File: src/rtl/dmem_arb_pkg.sv
// Shared types for the data-memory arbiter: FSM states, read-owner tag,
// starvation counter width and the per-master request bundle.
package dmem_arb_pkg;

  typedef enum logic {
    ST_IDLE   = 1'b0,
    ST_LOCKED = 1'b1
  } arb_state_e;

  typedef enum logic [1:0] {
    OWN_NONE = 2'd0,
    OWN_CORE = 2'd1,
    OWN_EXT  = 2'd2
  } owner_e;

  localparam int STARVE_W = 4;

  typedef struct packed {
    logic        we;
    logic [3:0]  be;
    logic [31:0] addr;
    logic [31:0] wdata;
  } mreq_t;

endpackage

File: src/rtl/dmem_arb_rsp.sv
// Read-owner tag register and read-data routing for the data-memory arbiter.
// Memory returns data one cycle after the read grant; the tag says whose it is.
module dmem_arb_rsp
  import dmem_arb_pkg::*;
(
  input  logic        clk_sys,
  input  logic        rst_sys,
  input  logic        core_rd,
  input  logic        ext_rd,
  input  logic [31:0] mem_rdata,
  output logic        core_rvalid,
  output logic [31:0] core_rdata,
  output logic        ext_rvalid,
  output logic [31:0] ext_rdata
);

  owner_e own_q, own_d;

  always_comb begin
    own_d = OWN_NONE;
    if (core_rd)     own_d = OWN_CORE;
    else if (ext_rd) own_d = OWN_EXT;
  end

  // Async clear drops any read in flight, so nothing returns after reset.
  always_ff @(posedge clk_sys or negedge rst_sys) begin
    if (!rst_sys) own_q <= OWN_NONE;
    else          own_q <= own_d;
  end

  assign core_rvalid = (own_q == OWN_CORE);
  assign ext_rvalid  = (own_q == OWN_EXT);
  assign core_rdata  = core_rvalid ? mem_rdata : 32'h0;
  assign ext_rdata   = ext_rvalid  ? mem_rdata : 32'h0;

endmodule

File: src/rtl/dmem_arb.sv
// Two-master data-memory arbiter: core has priority, ext may lock bursts.
// Define DMEM_ARB_STARVE_EN to build the ext anti-starvation counter.
module dmem_arb
  import dmem_arb_pkg::*;
#(
  parameter int STARVE_LIM = 4
) (
  input  logic        clk_sys,
  input  logic        rst_sys,
  input  logic        core_req,
  input  logic        core_we,
  input  logic [3:0]  core_be,
  input  logic [31:0] core_addr,
  input  logic [31:0] core_wdata,
  output logic        core_gnt,
  output logic        core_stall,
  output logic        core_rvalid,
  output logic [31:0] core_rdata,
  input  logic        ext_req,
  input  logic        ext_lock,
  input  logic        ext_we,
  input  logic [3:0]  ext_be,
  input  logic [31:0] ext_addr,
  input  logic [31:0] ext_wdata,
  output logic        ext_gnt,
  output logic        ext_rvalid,
  output logic [31:0] ext_rdata,
  output logic        mem_wen,
  output logic        mem_ren,
  output logic [3:0]  mem_wbe,
  output logic [31:0] mem_addr,
  output logic [31:0] mem_wdata,
  input  logic [31:0] mem_rdata
);

  if (STARVE_LIM < 1 || STARVE_LIM > 15) begin : g_lim_chk
    $error("dmem_arb: STARVE_LIM out of range 1..15");
  end

  arb_state_e state_q;
  logic       force_ext;
  logic       any_gnt;
  mreq_t      core_m, ext_m, sel_m;

`ifdef DMEM_ARB_STARVE_EN
  localparam logic [STARVE_W-1:0] LIM = STARVE_W'(STARVE_LIM);
  logic [STARVE_W-1:0] starve_q, starve_d;

  // Saturated count wins ext exactly one grant; that grant clears it.
  assign force_ext = ext_req && (starve_q == LIM);

  always_comb begin
    starve_d = starve_q;
    if (ext_gnt || !ext_req)  starve_d = '0;
    else if (starve_q != LIM) starve_d = starve_q + STARVE_W'(1);
  end

  always_ff @(posedge clk_sys or negedge rst_sys) begin
    if (!rst_sys) starve_q <= '0;
    else          starve_q <= starve_d;
  end
`else
  assign force_ext = 1'b0;
`endif

  always_comb begin
    core_gnt = 1'b0;
    ext_gnt  = 1'b0;
    if (rst_sys) begin
      if (state_q == ST_LOCKED) begin
        ext_gnt = ext_req;
      end else begin
        core_gnt = core_req & ~force_ext;
        ext_gnt  = ext_req & ~core_gnt;
      end
    end
  end

  assign core_stall = rst_sys & core_req & ~core_gnt;

  always_ff @(posedge clk_sys or negedge rst_sys) begin
    if (!rst_sys) begin
      state_q <= ST_IDLE;
    end else begin
      case (state_q)
        ST_IDLE:   if (ext_gnt && ext_lock)    state_q <= ST_LOCKED;
        ST_LOCKED: if (!ext_lock || !ext_req) state_q <= ST_IDLE;
        default:                               state_q <= ST_IDLE;
      endcase
    end
  end

  assign core_m  = '{we: core_we, be: core_be, addr: core_addr, wdata: core_wdata};
  assign ext_m   = '{we: ext_we,  be: ext_be,  addr: ext_addr,  wdata: ext_wdata};
  assign sel_m   = ext_gnt ? ext_m : core_m;
  assign any_gnt = core_gnt | ext_gnt;

  assign mem_wen   = any_gnt &  sel_m.we;
  assign mem_ren   = any_gnt & ~sel_m.we;
  assign mem_wbe   = mem_wen ? sel_m.be : 4'h0;
  assign mem_addr  = any_gnt ? sel_m.addr  : 32'h0;
  assign mem_wdata = any_gnt ? sel_m.wdata : 32'h0;

  dmem_arb_rsp u_rsp (
    .clk_sys     (clk_sys),
    .rst_sys     (rst_sys),
    .core_rd     (core_gnt & ~core_we),
    .ext_rd      (ext_gnt & ~ext_we),
    .mem_rdata   (mem_rdata),
    .core_rvalid (core_rvalid),
    .core_rdata  (core_rdata),
    .ext_rvalid  (ext_rvalid),
    .ext_rdata   (ext_rdata)
  );

endmodule

File: config.mk
export PLATFORM = sky130hd
export DESIGN_NAME = dmem_arb
export DESIGN_NICKNAME = d
export VERILOG_FILES = /design/src/rtl/dmem_arb_pkg.sv /design/src/rtl/dmem_arb_rsp.sv /design/src/rtl/dmem_arb.sv
export SDC_FILE = /design/constraint.sdc
export NUM_CORES = 1
export LEC_CHECK = 0
export ABC_AREA = 1
export CORE_AREA = 5 5 119 121
export CTS_CLUSTER_SIZE = 24
export DETAILED_ROUTE_END_ITERATION = 8
export DIE_AREA = 0 0 124 126
export PLACE_DENSITY = 0.55
export SLEW_MARGIN = 20
export SYNTH_ARGS = -nofsm -noshare
export SYNTH_HDL_FRONTEND = slang
export SYNTH_SLANG_ARGS = --single-unit
File: constraint.sdc
create_clock -name clk_sys -period 1.93 [get_ports clk_sys]
set_clock_uncertainty 0.05 [all_clocks]
set_input_delay 0.386 -clock clk_sys [delete_from_list [all_inputs] [get_ports clk_sys]]
set_output_delay 0.386 -clock clk_sys [all_outputs]
set_load 0.005 [all_outputs]
* After elaboration in Yosys (flattened, before gate mapping)
Index checks and enable logic that the tools add are counted.
** Word-level totals
- Flip-flop bits (word level) :: 3
- Bits of input ports :: 175
- Logic and storage cells :: 37
** Operators by class
- Equal/unequal tests :: 2
- Multiplexer cells :: 15
- Bitwise operators :: 14
- Reduce and logical (&&, ||, !) cells :: 4
** Operators with widths (count)
- $mux 32 :: 4
- $mux 69 :: 1
- $and 1x1->1 :: 7
- $mux 1 :: 6
- $not 1->1 :: 6
- $mux 2 :: 2
- $mux 4 :: 1
- $eq 2x1->1 const B :: 1
- $eq 2x2->1 const B :: 1
- $logic_not 1->1 :: 2
- $pmux 1 s2 :: 1
- $logic_and 1x1->1 :: 1
- $logic_or 1x1->1 :: 1
- $or 1x1->1 :: 1

* Longest topological paths before layout
Gate-level depths: netlist (run 1).
- Word-level depth :: 7
- Mapped depth :: 8
- Gate-level depth less buffers :: 7

* Hierarchy
A second synthesis (run 1) with hierarchy kept.
** Second synthesis, totals
- Cell total of the unflattened synthesis :: 368
- Area, all modules :: 1692.9 µm²
** By module, submodules not included
- dmem_arb :: times used 1, cells an instance 256, area an instance 1159.9 µm², sequential area each 25.0 µm²
- dmem_arb_rsp :: times used 1, cells an instance 112, area an instance 533.0 µm², sequential area each 50.0 µm²

* Worst setup path after synthesis (run 1)
No wires, ideal clock.
- Kind :: in2out
- Start :: input ext_req
- End :: output mem_wdata[1]
- Arrival time :: 1.056 ns
- Data required time :: 1.494 ns
- Path slack :: 0.438 ns
- Stages on the path :: 6
- Buffers on the path :: 1
- Cell sequence :: nand2_2 -> clkinv_2 -> nand2_4 -> buf_2 -> o21ai_0 -> nor2_1
** Between the ends
- Longest elaborated chain between the ends :: 5
- Elaborated cells between the ends (all ways) :: 6
** Ends and longest elaborated chain
- from (decl) :: line dmem_arb.sv:19 : input logic ext_req,
- $and 1x1->1 :: line dmem_arb.sv:74 : ext_gnt = ext_req & ~core_gnt;
- $mux 1 * :: line dmem_arb.sv:70 : if (state_q == ST_LOCKED) begin
- $mux 1 * :: line dmem_arb.sv:69 : if (rst_sys) begin
- $mux 69 / $or 1x1->1 (equally long branches) :: line dmem_arb.sv:95, dmem_arb.sv:96
- $mux 32 * :: line dmem_arb.sv:102 : assign mem_wdata = any_gnt ? sel_m.wdata : 32'h0;
- to (decl) :: line dmem_arb.sv:32 : output logic [31:0] mem_wdata,
Mark *: on every way between the ends. The rest lies on a longest branch, timed or not.

* Worst setup path after layout (run 1)
- Start :: register state_q
- End :: output mem_wdata[27]
** Between the ends
- Longest elaborated chain between the ends :: 4
- Elaborated cells between the ends (all ways) :: 7
** Ends and longest elaborated chain
- from (decl) :: line dmem_arb.sv:40 : arb_state_e state_q;
- from (signal assigned) :: line dmem_arb.sv:83 : state_q <= ST_IDLE;
- from (signal assigned) :: line dmem_arb.sv:86 : ST_IDLE: if (ext_gnt && ext_lock) state_q <= ST_LOCKED;
- from (signal assigned) :: line dmem_arb.sv:87 : ST_LOCKED: if (!ext_lock || !ext_req) state_q <= ST_IDLE;
- $mux 1 :: line dmem_arb.sv:70
- $mux 1 :: line dmem_arb.sv:69
- $mux 69 / $or 1x1->1 (equally long branches) :: line dmem_arb.sv:95, dmem_arb.sv:96
- $mux 32 * :: line dmem_arb.sv:102
Marks and branches as above.

==> results of run 1 <==
placed cells by master, fill, tap and decap left out, drive strengths merged:
cell,count
dfrtp,3
dlygate4sd2,41
a21boi,2
nand2,16
clkbuf,21
buf,142
o21ai,64
nor2,199
inv,47
bufbuf,1
clkdlybuf4s50,172
nand3,7
clkinv,1
clkdlybuf4s15,14
metrics by stage:
step	utilization [%]	power [mW]	TNS, ns	hold slack, ns	setup slack [ns]
2_1_floorplan	-	0.370	0	0.0404	0.438
3_3_place_gp	39.5	1.12	-46.73	0.595	-0.741
3_5_place_dp	39.5	1.12	-48.10	0.601	-0.728
4_1_cts	43.3	1.56	-1.45	0.0638	-0.152
5_1_grt	45.1	1.74	-6.42	0.0711	-0.178
6_report	45.1	1.63	-1.61	0.0696	-0.110
final timing paths:
check	start	depth (start not counted)	slack, ns	endpoint
max	state_q$_DFF_PN0_	9	-0.11	mem_wdata[27]
min	rst_sys	2	0.07	state_q$_DFF_PN0_
max reg2reg	state_q$_DFF_PN0_	8	0.51	state_q$_DFF_PN0_
min reg2reg	state_q$_DFF_PN0_	5	0.76	u_rsp.own_q[0]$_DFF_PN0_
max in group asynchronous	rst_sys	2	1.66	u_rsp.own_q[1]$_DFF_PN0_
min in group clk_sys	ext_req	3	0.48	state_q$_DFF_PN0_
area by class of cell:
class | count | area (um2)
Clock buffer | 4 | 78.8
Fill cell | 1340 | 7120
Inverter | 47 | 194
Multi-Input combinational cell | 288 | 1580
Sequential cell | 3 | 75.1
Tap cell | 176 | 220
Timing Repair Buffer | 387 | 3700
Timing Repair inverter | 1 | 11.3
flip-flops by register name (all words and copies together) (netlist names):
name,cells
u_rsp.own_q,2
state_q,1
worst max-delay path: stages, from the launching register on:
cell and delay [ns]:
sky130_fd_sc_hd__dfrtp_1 0.38, sky130_fd_sc_hd__inv_2 0.12, sky130_fd_sc_hd__nand2_4 0.08, sky130_fd_sc_hd__nand2_8 0.13
sky130_fd_sc_hd__buf_4 0.13, sky130_fd_sc_hd__buf_12 0.11, sky130_fd_sc_hd__buf_16 0.11, sky130_fd_sc_hd__o21ai_2 0.05
sky130_fd_sc_hd__nor2_1 0.12, sky130_fd_sc_hd__buf_2 0.14
routing by layer:
| layer | share of wire (%) | wire, um | vias to the layer above | GRT usage [%] |
|---|---|---|---|---|
| li1 | - | - | 1841 | - |
| met1 | 36 | 5200 | 1634 | 17.1 |
| met2 | 53 | 7510 | 202 | 31.3 |
| met3 | 9.2 | 1320 | 20 | 3.86 |
| met4 | 1.9 | 277 | 0 | 4.25 |
| met5 | 0 | 0 | - | 0 |
repair_timing:
item,4_1_cts,5_1_grt
endpoints found under the setup margin,131,98
buffers inserted,25,12
resized for setup,464,111
pin swaps,27,30
cloned,13,4
kinds of logic after synthesis:
kind of cell	count (synthesis)	synth area share (%)
buf+inv	73	21.0
simple gates	222	53.9
flops	3	4.59
compound gates	66	20.5
power breakdown:
group / internal [mW] / leakage [nW] / switching (mW)
Sequential: 0.0657 / 0.0408 / 0.00150
Clock: 0.273 / 0.0382 / 0.0597
Combinational: 0.745 / 2.87 / 0.484
==> results.sh, run 1 <==
export IMPL_dp_hpwl_mm=10.5
export IMPL_tritoncts_num_sinks=3
export IMPL_async_flop_share_pct=100
export IMPL_deepest_level_of_the_cts_h_tree=1
export IMPL_hold_viol=0
export IMPL_synth_edff_count=0
export IMPL_drt_total_wl_mm=14.3
export IMPL_cp_max_fo=7
export IMPL_grt_setup_unrepaired="yes"
export IMPL_dpl_cell_area_um2=5130
export IMPL_synth_most_common_cell="sky130_fd_sc_hd__nor2_1"
export IMPL_portBuffers=313
export IMPL_max_cap_violations=0
export IMPL_row_count=42
export IMPL_global_route_overflow_total=0
export IMPL_synthDominantAreaCellType="sky130_fd_sc_hd__nor2_1"
export IMPL_power_density_nw_per_um2=278
export IMPL_post_synth_instance_area_um2=1640
export IMPL_io_pins=314
export IMPL_cts_tree="yes"
export IMPL_run_status="finished with violations"
export IMPL_maxClockFrequency_mhz=490
export IMPL_first_iter_violations=72
export IMPL_cts_hold_fix_buffers=0
export IMPL_postSynthRegisterBits=3
export IMPL_tightestPinTransition_ns=0.179
export IMPL_path_clk_slew_ns=0.03
export IMPL_antenna_cells=0
export IMPL_global_route_wire_length_before_repair_mm=20.1
export IMPL_worstHoldPathType="input port to asynchronous set/reset pin"
export IMPL_viasPerCell=4.08
export IMPL_design_core_area_um2=13000
export IMPL_dieHeight_um=126
export IMPL_violated_checks="negative setup slack"
export IMPL_ys_types=21
export IMPL_final_instance_count_excl_fill=906
export IMPL_grt_start_max_net_pins=21
export IMPL_synth_cells=364
export IMPL_insertion_delay_ns=0.22
export IMPL_die_width_um=124
export IMPL_period_minus_slack_ns=2.04
export IMPL_max_slew_margin_rel_pct=88.0
export IMPL_dr_pass1_iters=4
export IMPL_routabilityCongestion=0.799
export IMPL_tritoncts_num_buffers=3
export IMPL_synth_warning_count=0
export IMPL_critical_path_class="register to primary output"
export IMPL_report_final_setup_viol=44
export IMPL_mean_instance_size_in_the_synthesized_netlist_um2=4.50
export IMPL_starting_density_of_the_core_pct=12.6
export IMPL_antenna_left=0
export IMPL_vdd_drop_max_mv=0.265
export IMPL_final_layout_size_suffix_gt1_share_pct=35.3
export IMPL_grt_antenna_before_repair=0
export IMPL_first_global_vias=3766
export IMPL_drc=0
export IMPL_layout_nets=906
export IMPL_power_static_leakage_nw=2.95
export IMPL_timing_critical_path_arrival_ns=1.60
export IMPL_post_route_period_util_pct=106
export IMPL_groute_usage_overall_pct=16.2
export IMPL_root_buffer="sky130_fd_sc_hd__clkbuf_16"
export IMPL_wl_per_cell_um=15.8
export IMPL_cts_path_max_buffers=2
export IMPL_ys_flop_type="sky130_fd_sc_hd__dfrtp_1"
export IMPL_vias=3697
export IMPL_placed_cells_incl_taps=855
export IMPL_seq_area_frac_synth_pct=4.59
export IMPL_flow_area_growth_from_synthesis_pct=258
export IMPL_end_kind="primary output"
export IMPL_synthDominantCellAreaShare_pct=45.6
export IMPL_most_used_standard_cells_in_the_synthesized_netlist="199 x sky130_fd_sc_hd__nor2_1, 44 x sky130_fd_sc_hd__inv_1, 44 x sky130_fd_sc_hd__o21ai_0, 20 x sky130_fd_sc_hd__o21ai_1, 11 x sky130_fd_sc_hd__nand2_1"
export IMPL_cp_required_ns=1.49
export IMPL_post_route_worst_setup_slack_ns=-0.110
export IMPL_crit_path_start_kind="register"
export IMPL_final_max_slew_viol_count=0
export IMPL_synth_net_count=539
export IMPL_finish_instance_area_um2=5860
export IMPL_fp_dieArea_um2=15600
export IMPL_largest_cells_by_area_after_synthesis="sky130_fd_sc_hd__nor2_1 46%, sky130_fd_sc_hd__o21ai_0 13%, sky130_fd_sc_hd__inv_1 10%, sky130_fd_sc_hd__o21ai_1 6.1%, sky130_fd_sc_hd__dfrtp_1 4.6%"
(Power assumes the default switching activity.)
==> run 2: changes to the inputs <==
--- a/config.mk
+++ b/config.mk
@@ -7,6 +7,7 @@
 export LEC_CHECK = 0
 export ABC_AREA = 1
 export CORE_AREA = 5 5 119 121
+export CTS_BUF_LIST = sky130_fd_sc_hd__clkbuf_8
 export CTS_CLUSTER_SIZE = 24
 export DETAILED_ROUTE_END_ITERATION = 8
 export DIE_AREA = 0 0 124 126
==> results.sh, run 2 (synthesis results as in run 1) <==
export IMPL_run_status="finished with violations"
export IMPL_violated_checks="negative setup slack"
export IMPL_starting_density_of_the_core_pct=12.6
export IMPL_fin_worst_hold_slack_ns=0.0791
export IMPL_critical_path_class="register to primary output"
export IMPL_first_iter_violations=88
export IMPL_die_width_um=124
export IMPL_vdd_drop_max_mv=0.133
export IMPL_global_route_wire_length_before_repair_mm=20.3
export IMPL_vias=3708
export IMPL_tightestPinTransition_ns=0.180
export IMPL_path_clk_slew_ns=0.03
export IMPL_antenna_cells=0
export IMPL_max_slew_margin_rel_pct=87.9
export IMPL_crit_path_start_kind="register"
export IMPL_layout_top_registers="u_rsp.own_q x2, state_q x1"
export IMPL_insertion_delay_ns=0.21
export IMPL_end_kind="primary output"
export IMPL_deepest_level_of_the_cts_h_tree=1
export IMPL_post_route_period_util_pct=105
export IMPL_maxClockFrequency_mhz=494
export IMPL_placed_cells_incl_taps=855
export IMPL_final_common_cell="sky130_fd_sc_hd__clkdlybuf4s50_1"
export IMPL_period_minus_slack_ns=2.02
export IMPL_cp_required_ns=1.49
export IMPL_cts_hold_fix_buffers=0
export IMPL_hold_viol=0
export IMPL_power_density_nw_per_um2=252
export IMPL_viasPerCell=4.09
export IMPL_flow_area_growth_from_synthesis_pct=253
export IMPL_wl_per_cell_um=15.6
export IMPL_global_route_overflow_total=0
export IMPL_fp_dieArea_um2=15600
export IMPL_power_static_leakage_nw=3.10
export IMPL_layout_nets=907
export IMPL_grt_start_max_net_pins=18
export IMPL_final_max_slew_viol_count=0
export IMPL_design_core_area_um2=13000
export IMPL_root_buffer="sky130_fd_sc_hd__clkbuf_8"
export IMPL_most_flop_heavy_register="u_rsp.own_q"
export IMPL_timing_critical_path_arrival_ns=1.59
export IMPL_worstHoldPathType="input port to asynchronous set/reset pin"
export IMPL_post_route_worst_setup_slack_ns=-0.0949
export IMPL_final_instance_count_excl_fill=907
export IMPL_max_cap_violations=0
export IMPL_report_final_setup_viol=35
export IMPL_power_mw=1.46
export IMPL_drc=0
export IMPL_first_global_vias=3817
export IMPL_finish_instance_area_um2=5780
export IMPL_drt_total_wl_mm=14.2
export IMPL_tritoncts_num_buffers=3
export IMPL_cts_path_max_buffers=2
export IMPL_most_common_layout_cells="171 x sky130_fd_sc_hd__clkdlybuf4s50_1, 155 x sky130_fd_sc_hd__nor2_1, 73 x sky130_fd_sc_hd__buf_2"
export IMPL_dpl_cell_area_um2=5130
export IMPL_grt_antenna_before_repair=0
export IMPL_groute_usage_overall_pct=16.4
export IMPL_largest_reg_flops=2
export IMPL_dp_hpwl_mm=10.5
export IMPL_portBuffers=313
export IMPL_io_pins=314
export IMPL_dr_pass1_iters=6
export IMPL_grt_setup_unrepaired="yes"
export IMPL_routabilityCongestion=0.799
export IMPL_cts_tree="yes"
export IMPL_row_count=42
export IMPL_cp_max_fo=7
export IMPL_dieHeight_um=126
export IMPL_antenna_left=0
export IMPL_tritoncts_num_sinks=3
export IMPL_final_layout_size_suffix_gt1_share_pct=34.2
run 2: cell types whose count changed in the layout (fill, tap and decap cells not counted), moves of 8 or more:
cell                              change
sky130_fd_sc_hd__clkdlybuf4s15_1      -9
sky130_fd_sc_hd__dlymetal6s2s_1       +9
sky130_fd_sc_hd__nor2_1              +10
sky130_fd_sc_hd__nor2_2              -12
sky130_fd_sc_hd__o21ai_0              -9
sky130_fd_sc_hd__o21ai_2              +8
run 2: through the flow:
stage	TNS, ns	setup WS [ns]	util [%]
after global placement	-46.73	-0.741	39.5
final	-1.61	-0.0949	44.6
after global routing	-6.68	-0.174	44.6
after floorplan	0	0.438	-
after CTS	-3.84	-0.167	44.0
after detailed placement	-48.10	-0.728	39.5
run 2: path summary, 6_finish.rpt:
kind | start | endpoint | slack, ns | depth (start not counted)
max | state_q$_DFF_PN0_ | mem_wdata[7] | -0.09 | 9
min | rst_sys | state_q$_DFF_PN0_ | 0.08 | 2
max reg2reg | state_q$_DFF_PN0_ | u_rsp.own_q[1]$_DFF_PN0_ | 0.77 | 6
min reg2reg | state_q$_DFF_PN0_ | state_q$_DFF_PN0_ | 0.75 | 4
max in group asynchronous | rst_sys | u_rsp.own_q[0]$_DFF_PN0_ | 1.65 | 2
min in group clk_sys | ext_req | state_q$_DFF_PN0_ | 0.40 | 3
run 2: per-layer routing:
| layer | wire, um | global-route usage (%) |
|---|---|---|
| met1 | 5110 | 17.3 |
| met2 | 7500 | 31.9 |
| met3 | 1250 | 3.59 |
| met4 | 305 | 4.19 |
| met5 | 0 | 0 |
run 2: area by class of cell:
cell class,instances,area (um2)
clock inverter,1,3.75
clock buffer,3,41.3
timing repair inverter,1,8.76
sequential,3,75.1
multi-input combinational,288,1560
fill,1350,7200
timing repair buffer,388,3680
tap,176,220
inverter,47,194
run 2: critical path, cell delays in order, from the launching register on:
cell and delay (ns):
sky130_fd_sc_hd__dfrtp_1 0.38, sky130_fd_sc_hd__inv_2 0.10, sky130_fd_sc_hd__buf_6 0.10, sky130_fd_sc_hd__nand3_4 0.08
sky130_fd_sc_hd__nand2_8 0.15, sky130_fd_sc_hd__buf_6 0.15, sky130_fd_sc_hd__buf_16 0.13, sky130_fd_sc_hd__o21ai_2 0.05
sky130_fd_sc_hd__nor2_1 0.10, sky130_fd_sc_hd__buf_2 0.12
run 2: report_power, final:
group	total, mW	switching, mW	internal, mW
clock	0.176	0.0404	0.135
combinational	1.22	0.481	0.735
sequential	0.0674	0.00173	0.0657
run 2: repair_timing:
action,in CTS,in global routing
cloned,15,1
pin swaps,25,27
endpoints found under the setup margin,129,103
setup buffers,35,4
resized for setup,450,112
==> run 3: changes to the inputs <==
--- a/config.mk
+++ b/config.mk
@@ -12,6 +12,7 @@
 export DETAILED_ROUTE_END_ITERATION = 8
 export DIE_AREA = 0 0 124 126
 export PLACE_DENSITY = 0.55
+export SKIP_CTS_REPAIR_TIMING = 1
 export SLEW_MARGIN = 20
 export SYNTH_ARGS = -nofsm -noshare
 export SYNTH_HDL_FRONTEND = slang
==> results.sh, run 3 (synthesis results as in run 1) <==
export IMPL_worst_path_buf_inv=4
export IMPL_most_flop_heavy_register="u_rsp.own_q"
export IMPL_cts_path_max_buffers=2
export IMPL_vias=3759
export IMPL_vdd_drop_max_mv=0.132
export IMPL_period_minus_slack_ns=2.02
export IMPL_layout_nets=899
export IMPL_destination_of_the_worst_register_to_register_timing_path="state_q$_DFF_PN0_"
export IMPL_insertion_delay_ns=0.21
export IMPL_layout_top_registers="u_rsp.own_q x2, state_q x1"
export IMPL_routabilityCongestion=0.799
export IMPL_path_clk_slew_ns=0.03
export IMPL_maxClockFrequency_mhz=494
export IMPL_finalSetupTns_ns=-1.81
export IMPL_grt_antenna_before_repair=0
export IMPL_tritoncts_num_buffers=3
export IMPL_tightestPinTransition_ns=0.249
export IMPL_run_status="finished with violations"
export IMPL_worstHoldPathType="input port to asynchronous set/reset pin"
export IMPL_largest_reg_flops=2
export IMPL_worst_r2r_cell_count=8
export IMPL_die_width_um=124
export IMPL_flow_area_growth_from_synthesis_pct=279
export IMPL_final_max_slew_viol_count=0
export IMPL_hold_viol=0
export IMPL_crit_family="simple AND/OR/NAND/NOR gates"
export IMPL_deepest_level_of_the_cts_h_tree=1
export IMPL_post_route_period_util_pct=105
export IMPL_dieHeight_um=126
export IMPL_power_density_nw_per_um2=248
export IMPL_antenna_left=0
export IMPL_max_cap_violations=0
export IMPL_max_slew_margin_rel_pct=83.4
export IMPL_grt_start_max_net_pins=42
export IMPL_timing_critical_path_slowest_cell_delay_ns=0.35
export IMPL_viasPerCell=4.18
export IMPL_wl_per_cell_um=17.1
export IMPL_dp_hpwl_mm=10.5
export IMPL_slowest_stage="sky130_fd_sc_hd__dfrtp_1"
export IMPL_violated_checks="negative setup slack"
export IMPL_fin_worst_hold_slack_ns=0.0871
export IMPL_cp_max_fo=6
export IMPL_drt_total_wl_mm=15.3
export IMPL_io_pins=314
export IMPL_fp_dieArea_um2=15600
export IMPL_root_buffer="sky130_fd_sc_hd__clkbuf_8"
export IMPL_cts_tree="yes"
export IMPL_antenna_cells=0
export IMPL_design_core_area_um2=13000
export IMPL_dr_pass1_iters=4
export IMPL_power_mw=1.54
export IMPL_fillerInstances=1273
export IMPL_post_route_worst_setup_slack_ns=-0.0934
export IMPL_timing_reg2reg_setup_slack_ns=0.54
export IMPL_critical_path_reg2reg_startpoint="state_q$_DFF_PN0_"
export IMPL_critical_path_class="register to primary output"
export IMPL_worst_path_stages=9
export IMPL_final_layout_size_suffix_gt1_share_pct=37.2
export IMPL_starting_density_of_the_core_pct=12.6
export IMPL_portBuffers=313
export IMPL_timing_critical_path_arrival_ns=1.59
export IMPL_grt_setup_unrepaired="yes"
export IMPL_global_route_overflow_total=0
export IMPL_tritoncts_num_sinks=3
export IMPL_final_common_cell="sky130_fd_sc_hd__clkdlybuf4s50_1"
export IMPL_crit_path_start_kind="register"
export IMPL_cp_required_ns=1.49
export IMPL_first_global_vias=3382
export IMPL_power_static_leakage_nw=3.82
export IMPL_startpoint="state_q$_DFF_PN0_"
export IMPL_most_common_layout_cells="172 x sky130_fd_sc_hd__clkdlybuf4s50_1, 138 x sky130_fd_sc_hd__nor2_1, 62 x sky130_fd_sc_hd__dlymetal6s2s_1, 62 x sky130_fd_sc_hd__buf_2, 41 x sky130_fd_sc_hd__inv_1"
export IMPL_end_kind="primary output"
export IMPL_cp_endpoint="mem_wbe[1]"
export IMPL_groute_usage_overall_pct=13.7
export IMPL_report_final_setup_viol=59
export IMPL_drc=0
export IMPL_first_iter_violations=81
export IMPL_row_count=42
export IMPL_global_route_wire_length_before_repair_mm=17.3
export IMPL_critical_path_cell_chain="inv_2, nand2_4, nand2_8, buf_12, buf_12, nand2_8, nand3_4, nor2_2, buf_2"
run 3: layer usage:
layer  routed length, um  track usage [%]
met5                   0                0
met4                 460             3.99
met3                1380             3.90
met2                8030             26.4
met1                5460             14.1
run 3: area by class of cell:
| type | count | area [um2] | share of cell area, % |
|---|---|---|---|
| timing repair buffer | 379 | 3880 | 62.5 |
| multi-input combinational | 289 | 1790 | 28.8 |
| tap | 176 | 220 | 3.55 |
| inverter | 47 | 191 | 3.09 |
| sequential | 3 | 75.1 | 1.21 |
| clock buffer | 3 | 41.3 | 0.665 |
| timing repair inverter | 1 | 8.76 | 0.141 |
| clock inverter | 1 | 3.75 | 0.0605 |
run 3: how the worst min path moves through the flow:
stage	to	slack [ns]
2_1_floorplan	state_q$_DFF_PN0_	0.04
3_3_place_gp	u_rsp.own_q[0]$_DFF_PN0_	0.59
3_5_place_dp	u_rsp.own_q[0]$_DFF_PN0_	0.60
4_1_cts	state_q$_DFF_PN0_	0.51
5_1_grt	state_q$_DFF_PN0_	0.09
6_report	state_q$_DFF_PN0_	0.09
run 3: per-stage QoR:
stage	util (%)	setup slack [ns]	instance area (um2)	cells
after floorplan	-	0.438	1640	364
after global placement	39.5	-0.741	5130	855
after detailed placement	39.5	-0.728	5130	855
after CTS	39.8	-0.753	5170	859
after global routing	47.8	-0.180	6200	899
final	47.8	-0.0934	6200	899
run 3: power by group:
| group | total, mW | internal [mW] | switching [mW] |
|---|---|---|---|
| logic | 1.30 | 0.767 | 0.530 |
| registers | 0.0674 | 0.0657 | 0.00167 |
| clock network | 0.176 | 0.135 | 0.0403 |
| total | 1.54 | 0.968 | 0.572 |
run 3: worst register-to-register path, cell delays in order (launching register included):
cell and delay, ns:
sky130_fd_sc_hd__dfrtp_1 0.35, sky130_fd_sc_hd__inv_2 0.07, sky130_fd_sc_hd__nand2_4 0.09, sky130_fd_sc_hd__nand2_8 0.10, sky130_fd_sc_hd__buf_6 0.13, sky130_fd_sc_hd__buf_6 0.11, sky130_fd_sc_hd__buf_6 0.13, sky130_fd_sc_hd__buf_4 0.13
sky130_fd_sc_hd__a21boi_0 0.14
==> variant (config.mk and constraints of run 3) <==
Build with the macro `DMEM_ARB_STARVE_EN` defined.
--- a/src/rtl/dmem_arb.sv
+++ b/src/rtl/dmem_arb.sv
@@ -2,2 +2,4 @@
 // Define DMEM_ARB_STARVE_EN to build the ext anti-starvation counter.
+`define DMEM_ARB_STARVE_EN
+
 module dmem_arb
Check against the original RTL: not equivalent (a bounded check fails within 10 cycles, from zero or initial values and one cycle with rst_sys low).
==> variant against run 3 <==
The flow still finishes with violations (negative setup slack). Largest power group unchanged. Wire length rose by 1.8%. Area after synthesis rose by 13%. Sequential cell count rose by 4. Setup slack got worse by 380 ps. Total power rose by 5.6%. Cell area fell by 0.12%. Via count rose by 1.3%. Die area did not move. Critical path type unchanged.
==> variant: results (changes against run 3) <==
Outcome: finished with violations
Failing checks: negative setup slack
Max VDD drop: 162 uV (+22%)
Met3 wire len: 1520 microns (+10%)
CTS H-tree depth: 1 (unchanged)
Final setup viols: 73 (+24%)
CTS clk-pin slew, worst paths: 40 ps
Synth cell count leaders: nor2_1 (202), o21ai_0 (59), inv_1 (49), clkbuf_1 (17), nand2_1 (15)
Biggest regs: starve_q (4), u_rsp.own_q (2), state_q (1)
Antenna violations before repair: 0 (unchanged)
Final GP Congestion: 0.902 (+13%)
Routed wire length: 15,600 microns (+1.8%)
Synthesized net count: 568 (+5.4%)
Inserted Diodes: 0 (unchanged)
Worst hold path class: in -> async
WL met2: 8030 microns (about the same)
Worst Reg-to-Reg Cells: 9 (+1)
Vias/cell: 4.17 (-0.33%)
Congestion Overflow GR: 0 (unchanged)
First-pass GRT wire length: 18,400 microns (+6.1%)
Top cells by area, synth: nor2_1 (41%), o21ai_0 (16%), inv_1 (10%)
Register area share after synthesis: 9.50% (+4.9 points)
Max FO, Critical Path: 14 (+8)
Detailed Route Iter0 Violations: 59 (-27%)
Nets: 916 (+1.9%)
Critical Path AT: 1960 ps (+370 ps)
GRT Overall Usage: 14.7% (+0.99 points)
Net switching power: 574 uW (+0.27%)
Setup slack after layout: -470 ps (-376 ps)
Pleak: 0.00445 uW (+16%)
Area after DPL: 5270 sq um (+2.8%)
GR Util met3: 4.44% (+0.54 points)
Worst reg2reg path startpoint: starve_q[1]
Root Buffer: clkbuf_8
Clock latency on the worst-skew pair: 240 ps (+30 ps)
Worst slew pin tran: 195 ps (-53.9 ps)
Met2 Use GR: 28.0% (+1.6 points)
Reg-to-reg endpoint: starve_q[0]
Worst slack, placed: -946 ps (-217 ps)
Clk buf depth: 2 (unchanged)
Pin count of the biggest net entering global routing: 65 (+55%)
Met1 GRT Util: 15.5% (+1.5 points)
Vias in the first global route: 3,469 (+2.6%)
Metal1 wirelength: 5750 microns (+5.1%)
Yosys synthesis warning count: 0 (unchanged)
Setup slack, reg-to-reg: 250 ps (-290 ps)
Layout cell share with drive strength beyond 1: 20.2% (-17 points)
Post-DP HPWL: 10,800 microns (+3.0%)
Async SR Flop Fraction: 100% (unchanged)
Main flop type after synthesis: dfrtp_1
Min Hold Slack: 505 ps (+418 ps)
variant: stage by stage:
step | util [%] | instances | TNS, ps
after floorplan | - | 391 | 0
after global placement | 40.6 | 876 | -60130
after detailed placement | 40.6 | 876 | -60920
after CTS | 40.9 | 880 | -65880
after global routing | 47.7 | 914 | -37740
final | 47.7 | 914 | -28940
variant: cell families (layout without fill, tap and decap cells):
kind of cell | count (synthesis) | count (layout) | synth area share (%)
AO/OA/AOI/OAI | 69 | 69 | 19.1
XOR/XNOR | 2 | 2 | 0.951
adder cells (fa/ha/maj) | 2 | 2 | 1.36
buffers and inverters | 79 | 426 | 20.5
flip-flops | 7 | 7 | 9.50
AND/OR/NAND/NOR | 232 | 232 | 48.5
variant: power by group through the flow:
stage                     Sequential (uW)  Clock [uW]  Combinational, uW
after global placement                162           0               1100
after floorplan                       164           0                328
after CTS                             160         225               1110
after detailed placement              163           0               1100
final                                 163         216               1250
after global routing                  163         240               1350
variant: area by class of cell:
type,instances,area (sq um)
flip-flops and latches,7,175
clock inverters,1,3.75
inverters,51,206
clock buffers,3,41.3
well taps,176,220
repair buffers,371,4020
fillers,1317,6780
multi-input cells,305,1530
variant: critical path, stage by stage, from the launching register on:
cell	delay [ps]
dfrtp_1	390
inv_2	90
ha_4	130
nand4_1	180
nand2_4	160
nand2_8	90
buf_4	170
clkbuf_16	180
o21ai_1	140
nor2_1	60
dlymetal6s2s_1	150
variant: worst max path at each step:
stage | from | endpoint | depth (start not counted)
final | starve_q[1] | mem_wdata[3] | 10
after global routing | starve_q[1] | mem_wdata[26] | 12
after CTS | ext_req | mem_wdata[21] | 8
after detailed placement | core_req | mem_wdata[21] | 9
after global placement | core_req | mem_wdata[21] | 9
after floorplan | starve_q[0] | mem_addr[10] | 11
